$ cat src/rtl/controller_registers.sv
// Frame-rate scheduler and CPU register front-end for controller_interface_m.
// Optional released-edge registers are built when CONTROLLER_REGISTERS_RELEASED_EN is defined.
module controller_registers #(
  parameter int NUM_CONTROLLERS = 2,
  parameter int SETTLE_CYCLES   = 16
) (
  input  logic                         clk,
  input  logic                         rst_B,
  input  logic                         frame_start,
  output logic                         start_fetch,
  input  logic [8*NUM_CONTROLLERS-1:0] controller_data_LIST,
  input  logic                         rd_en,
  input  logic [3:0]                   rd_addr,
  output logic [7:0]                   rd_data
);

  localparam int CNT_W = $clog2(SETTLE_CYCLES);
  localparam logic [CNT_W-1:0] CNT_LOAD = CNT_W'(SETTLE_CYCLES - 1);

  typedef enum logic [1:0] {IDLE, FETCH, WAIT, CAPTURE} state_t;

  state_t           state, state_nxt;
  logic [CNT_W-1:0] cnt, cnt_nxt;
  logic             start_nxt;
  logic             capture;
  logic             overrun_set;
  logic             overrun, valid;
  logic [7:0]       status;

  logic [NUM_CONTROLLERS-1:0][7:0] cur_q, pressed_q, press_edge;
  logic [NUM_CONTROLLERS-1:0]      clr_pressed;
  logic                            clr_overrun;
  logic [7:0]                      rd_mux;
`ifdef CONTROLLER_REGISTERS_RELEASED_EN
  logic [NUM_CONTROLLERS-1:0][7:0] released_q, rel_edge;
  logic [NUM_CONTROLLERS-1:0]      clr_released;
`endif

  // The counter also ticks in FETCH so the capture lands SETTLE_CYCLES after start_fetch.
  always_comb begin
    state_nxt = state;
    cnt_nxt   = cnt;
    start_nxt = 1'b0;
    case (state)
      IDLE: begin
        if (frame_start) begin
          start_nxt = 1'b1;
          cnt_nxt   = CNT_LOAD;
          state_nxt = FETCH;
        end
      end
      FETCH: begin
        cnt_nxt   = cnt - CNT_W'(1);
        state_nxt = WAIT;
      end
      WAIT: begin
        if (cnt == '0) state_nxt = CAPTURE;
        else           cnt_nxt   = cnt - CNT_W'(1);
      end
      CAPTURE: state_nxt = IDLE;
      default: state_nxt = IDLE;
    endcase
  end

  assign capture     = (state == CAPTURE);
  assign overrun_set = frame_start && (state != IDLE);
  assign status      = {5'b0, valid, overrun, state != IDLE};

  always_comb begin
    for (int i = 0; i < NUM_CONTROLLERS; i++) begin
      press_edge[i] = controller_data_LIST[8*i +: 8] & ~cur_q[i];
`ifdef CONTROLLER_REGISTERS_RELEASED_EN
      rel_edge[i]   = ~controller_data_LIST[8*i +: 8] & cur_q[i];
`endif
    end
  end

  // Read decode: returns pre-update values and raises clear strobes only on rd_en.
  always_comb begin
    rd_mux      = 8'h00;
    clr_pressed = '0;
    clr_overrun = 1'b0;
`ifdef CONTROLLER_REGISTERS_RELEASED_EN
    clr_released = '0;
`endif
    for (int i = 0; i < NUM_CONTROLLERS; i++) begin
      if (rd_addr == 4'(3*i)) rd_mux = cur_q[i];
      if (rd_addr == 4'(3*i + 1)) begin
        rd_mux         = pressed_q[i];
        clr_pressed[i] = rd_en;
      end
`ifdef CONTROLLER_REGISTERS_RELEASED_EN
      if (rd_addr == 4'(3*i + 2)) begin
        rd_mux          = released_q[i];
        clr_released[i] = rd_en;
      end
`endif
    end
    if (rd_addr == 4'hF) begin
      rd_mux      = status;
      clr_overrun = rd_en;
    end
  end

  always_ff @(posedge clk or negedge rst_B) begin
    if (!rst_B) begin
      state       <= IDLE;
      cnt         <= '0;
      start_fetch <= 1'b0;
      overrun     <= 1'b0;
      valid       <= 1'b0;
      rd_data     <= 8'h00;
      cur_q       <= '0;
      pressed_q   <= '0;
`ifdef CONTROLLER_REGISTERS_RELEASED_EN
      released_q  <= '0;
`endif
    end else begin
      state       <= state_nxt;
      cnt         <= cnt_nxt;
      start_fetch <= start_nxt;
      overrun     <= (overrun & ~clr_overrun) | overrun_set;
      valid       <= valid | capture;
      if (rd_en) rd_data <= rd_mux;
      // Edges found by a capture survive a clear-on-read in the same cycle.
      for (int i = 0; i < NUM_CONTROLLERS; i++) begin
        pressed_q[i] <= (pressed_q[i] & ~{8{clr_pressed[i]}}) |
                        (capture ? press_edge[i] : 8'h00);
`ifdef CONTROLLER_REGISTERS_RELEASED_EN
        released_q[i] <= (released_q[i] & ~{8{clr_released[i]}}) |
                         (capture ? rel_edge[i] : 8'h00);
`endif
        if (capture) cur_q[i] <= controller_data_LIST[8*i +: 8];
      end
    end
  end

endmodule

$ cat config.mk
export PLATFORM = sky130hd
export DESIGN_NAME = controller_registers
export DESIGN_NICKNAME = d
export VERILOG_FILES = /design/src/rtl/controller_registers.sv
export SDC_FILE = /design/constraint.sdc
export NUM_CORES = 1
export LEC_CHECK = 0
export CORE_ASPECT_RATIO = 2
export CORE_UTILIZATION = 40
export DETAILED_ROUTE_END_ITERATION = 8
export SLEW_MARGIN = 10
export SYNTH_ARGS = -nofsm -noshare
export SYNTH_HDL_FRONTEND = slang
export SYNTH_SLANG_ARGS = --single-unit
$ cat constraint.sdc
create_clock -name clk -period 2.3 [get_ports clk]
set_input_delay 0.575 -clock clk [delete_from_list [all_inputs] [get_ports clk]]
set_output_delay 0.575 -clock clk [all_outputs]
set_load 0.01 [all_outputs]
==> results by group <==
Detailed routing
  – WL final: 4550 um
  – Total iterations of the first detailed-routing run: 4
  – Via/cell ratio: slightly above 5
  – ANT nets after route: 0
  – Drt wl/cell: around 13 um
  – DRC viols: 0
  – Initial DRC Count: between 40 and 50
  – Vias: 1754

Setup path
  – Slowest stage delay, CP: just over 0.7 ns
  – Crit-path max FO: 10
  – Required @ worst endpoint: between 2 and 2.5 ns
  – Arrival @ worst endpoint: between 2 and 2.5 ns
  – CP startpoint kind: input pin
  – Critical path's slowest cell: clkdlybuf4s50_1
  – Critical path cell sequence: clkdlybuf4s50_1 -> buf_4 -> o21ai_0 -> a221oi_1 -> nor2_1
  – Setup CP Type: input pin to flop
  – Critical Path End Type: flop

Timing
  – Max Clock Freq: approximately 550 MHz
  – Max Slew Vio Count: 0
  – Setup TNS: 0 ns
  – Hold_ws: between 0.2 and 0.25 ns
  – Final setup vio count: 0
  – Final Cycle Share: 0.7931
  – RSZ-0062 raised after global routing: no
  – Worst slew pin tran: just over 0.4 ns
  – Clock Skew: 0.008557 ns
  – Slew HR: 0.7304
  – Final min period: roughly 1.8 ns
  – Final hold vios: 0

Clock network
  – PostCTS Resize Cnt: 0
  – Clk_lat worst skew: about 0.3 ns
  – CTS Hold Bufs: 0
  – H-tree level count: 2
  – Longest Clk Path Bufs: 2
  – CTS Root Cell: clkbuf_8
  – Reg clk slew, reported paths: 0.09 ns
  – CTS tree: built
  – TritonCTS Buffers: 5
  – Post-CTS Setup Bufs: 0
  – Clock Sinks: 49

Global routing
  – Antenna violations before repair: 0
  – GRT overflow: 0
  – Vias in the first global route: 1714
  – Total GRT Usage: 0.1651
  – First-pass GRT wire length: roughly 7800 um
  – Largest net degree at the start of global routing: 50

Synthesis
  – Synth area leader: dfrtp_1
  – Mapped cell area: 0.002280 mm^2
  – Flops & latches, synth: 49
  – Share of the synthesized area in the top cell type: 0.5379
  – Post-Syn Instances: 244
  – Synth Area in XOR/XNOR: 0
  – Sequential area share after synthesis: 0.5379
  – Synth cell types: 37
  – Main combinational cell family by area after synthesis: compound AO/OA/AOI/OAI gates
  – Net count after synthesis: 273
  – Area share of fa/ha/maj cells after synthesis: 0.02744
  – Synth top area cells: dfrtp_1, nand2_1, o21ai_0
  – Mux contribution to synthesized area: 0.02689
  – Ys Warns: 0
  – Simple-gate share of the synthesized area: 0.1685
  – Synth Area in Compound Gates: 0.1762
  – Syn_area_per_cell: roughly 9.3 um^2

Cells and area
  – Fin util: 0.5110
  – Ratio of cells with drive above 1 in the final layout: 0.07857
  – Layout area overhead: 22.56%
  – NumNets Final: approximately 310
  – N_diodes: 0

Placed design
  – Gp weighted congestion: approximately 0.75
  – Final HPWL DP: approximately 3400 um
  – Port Buffers: 32

Power
  – Peak VDD IR: a little under 0.0007 V
  – Pwr dens: between 1000 and 1500 mW/mm^2
  – Pleak: 1.268 nW

Floorplan
  – Initial Util: 0.4169
  – Io pins: 33
  – Die H: 108.8 um
  – Die extent in x: ~55 um
  – Site Rows: 38
  – Die area: roughly 0.006 mm^2
  – Core area: 0.005468 mm^2

Flow run
  – Max Cap Viol: 0

Worst hold path
  – Hold WC Path Type: input pin to asynchronous set/reset pin

Status
  – Status: finished clean
[path summary, 6_finish.rpt]
path,slack [ns],end,depth (start not counted),startpoint
max,0.48,rd_data[7]$_DFFE_PN0P_,5,rd_addr[1]
min,0.24,pressed_q[15]$_DFF_PN0_,2,rst_B
max reg2reg,0.59,cnt[0]$_DFFE_PN0P_,6,state[0]$_DFFE_PN0P_
min reg2reg,0.46,pressed_q[10]$_DFF_PN0_,1,cur_q[10]$_DFFE_PN0P_
max in group asynchronous,1.83,cur_q[6]$_DFFE_PN0P_,2,rst_B
min in group clk,0.46,pressed_q[10]$_DFF_PN0_,1,cur_q[10]$_DFFE_PN0P_
[worst max-delay path: cells and delay by family]
kind,cells,cell delay [ns]
compound gates,2,0.40
buf+inv,2,0.95
simple gates,1,0.08
[sequential cells by signal, indices dropped and copies added, names as in the netlist]
name / cells
overrun: 1
rd_data: 8
cur_q: 16
pressed_q: 16
start_fetch: 1
valid: 1
state: 2
cnt: 4
[cells in the final DEF (no fill, tap or decap), types with 7 or more instances in the layout]
master | synthesis | routed
o21ai_0 | 34 | 34
nor2_1 | 14 | 14
nand2_1 | 46 | 46
dfrtp_1 | 49 | 49
inv_1 | 23 | 23
clkdlybuf4s50_1 | 0 | 31
o21ai_1 | 11 | 11
nand3_1 | 7 | 7
[through the flow]
step           total power, mW  area (um^2)  std cells  setup WS (ns)
2_1_floorplan            2.079         2280        244         0.7140
3_3_place_gp             2.388         2690        333         0.1725
3_5_place_dp             2.419         2690        333         0.1637
4_1_cts                  3.016         2794        340         0.4790
5_1_grt                  3.219         2794        340         0.3385
6_report                 2.973         2794        340         0.4758
[metal layers]
metal,GRT usage,wire length [um]
met4,0.08214,113
met2,0.2943,2365
met5,0,0
met3,0.02728,105
met1,0.1888,1965
[logic make-up (layout without fill, tap and decap cells)]
family,count (synthesis),count (layout)
and+or+nand+nor,83,83
AOI/OAI and AO/OA,68,68
DFF,49,49
buffers and inverters,33,69
muxes,6,6
adders and majority gates,5,5
[area by class of cell]
type | count | area (um^2)
Fill cell | 539 | 2674
Clock buffer | 5 | 68.82
Sequential cell | 49 | 1226
Tap cell | 60 | 75.07
Inverter | 23 | 86.33
Timing Repair Buffer | 39 | 392.9
Multi-Input combinational cell | 162 | 909.6
Clock inverter | 2 | 35.03
[where the power goes]
group	switching [mW]	internal, mW	total (mW)	leakage (nW)
Sequential	0.231	1.21	1.44	0.566
Combinational	0.510	0.432	0.942	0.648
Clock	0.276	0.316	0.593	0.0540
Total	1.02	1.96	2.97	1.27
[cell usage after synthesis]
| cell type | instances |
|---|---|
| o21ai_1 | 11 |
| nor4_1 | 3 |
| and2b_1 | 1 |
| mux2i_1 | 5 |
| nand2_1 | 46 |
| mux2_2 | 1 |
| nand4bb_1 | 1 |
| dfrtp_1 | 49 |
| nor4b_4 | 1 |
| or2_2 | 1 |
| a21oi_1 | 4 |
| inv_1 | 23 |
| a311oi_2 | 1 |
| o32a_1 | 1 |
| a31oi_1 | 4 |
| buf_6 | 2 |
| nand3_1 | 7 |
| and3_1 | 2 |
| nand2_2 | 1 |
| nand2b_1 | 1 |
| nor3_1 | 1 |
| and2_1 | 1 |
| a221oi_1 | 5 |
| o21ai_0 | 34 |
| o211ai_1 | 3 |
| nor2_1 | 14 |
| ha_1 | 5 |
| a2bb2oi_1 | 1 |
| nor2_2 | 1 |
| buf_1 | 1 |
| nor3b_1 | 1 |
| a31o_2 | 1 |
| o21a_1 | 1 |
| buf_2 | 4 |
| nand4_1 | 1 |
| clkbuf_1 | 3 |
| a22oi_1 | 2 |
(Power assumes the default switching activity.)
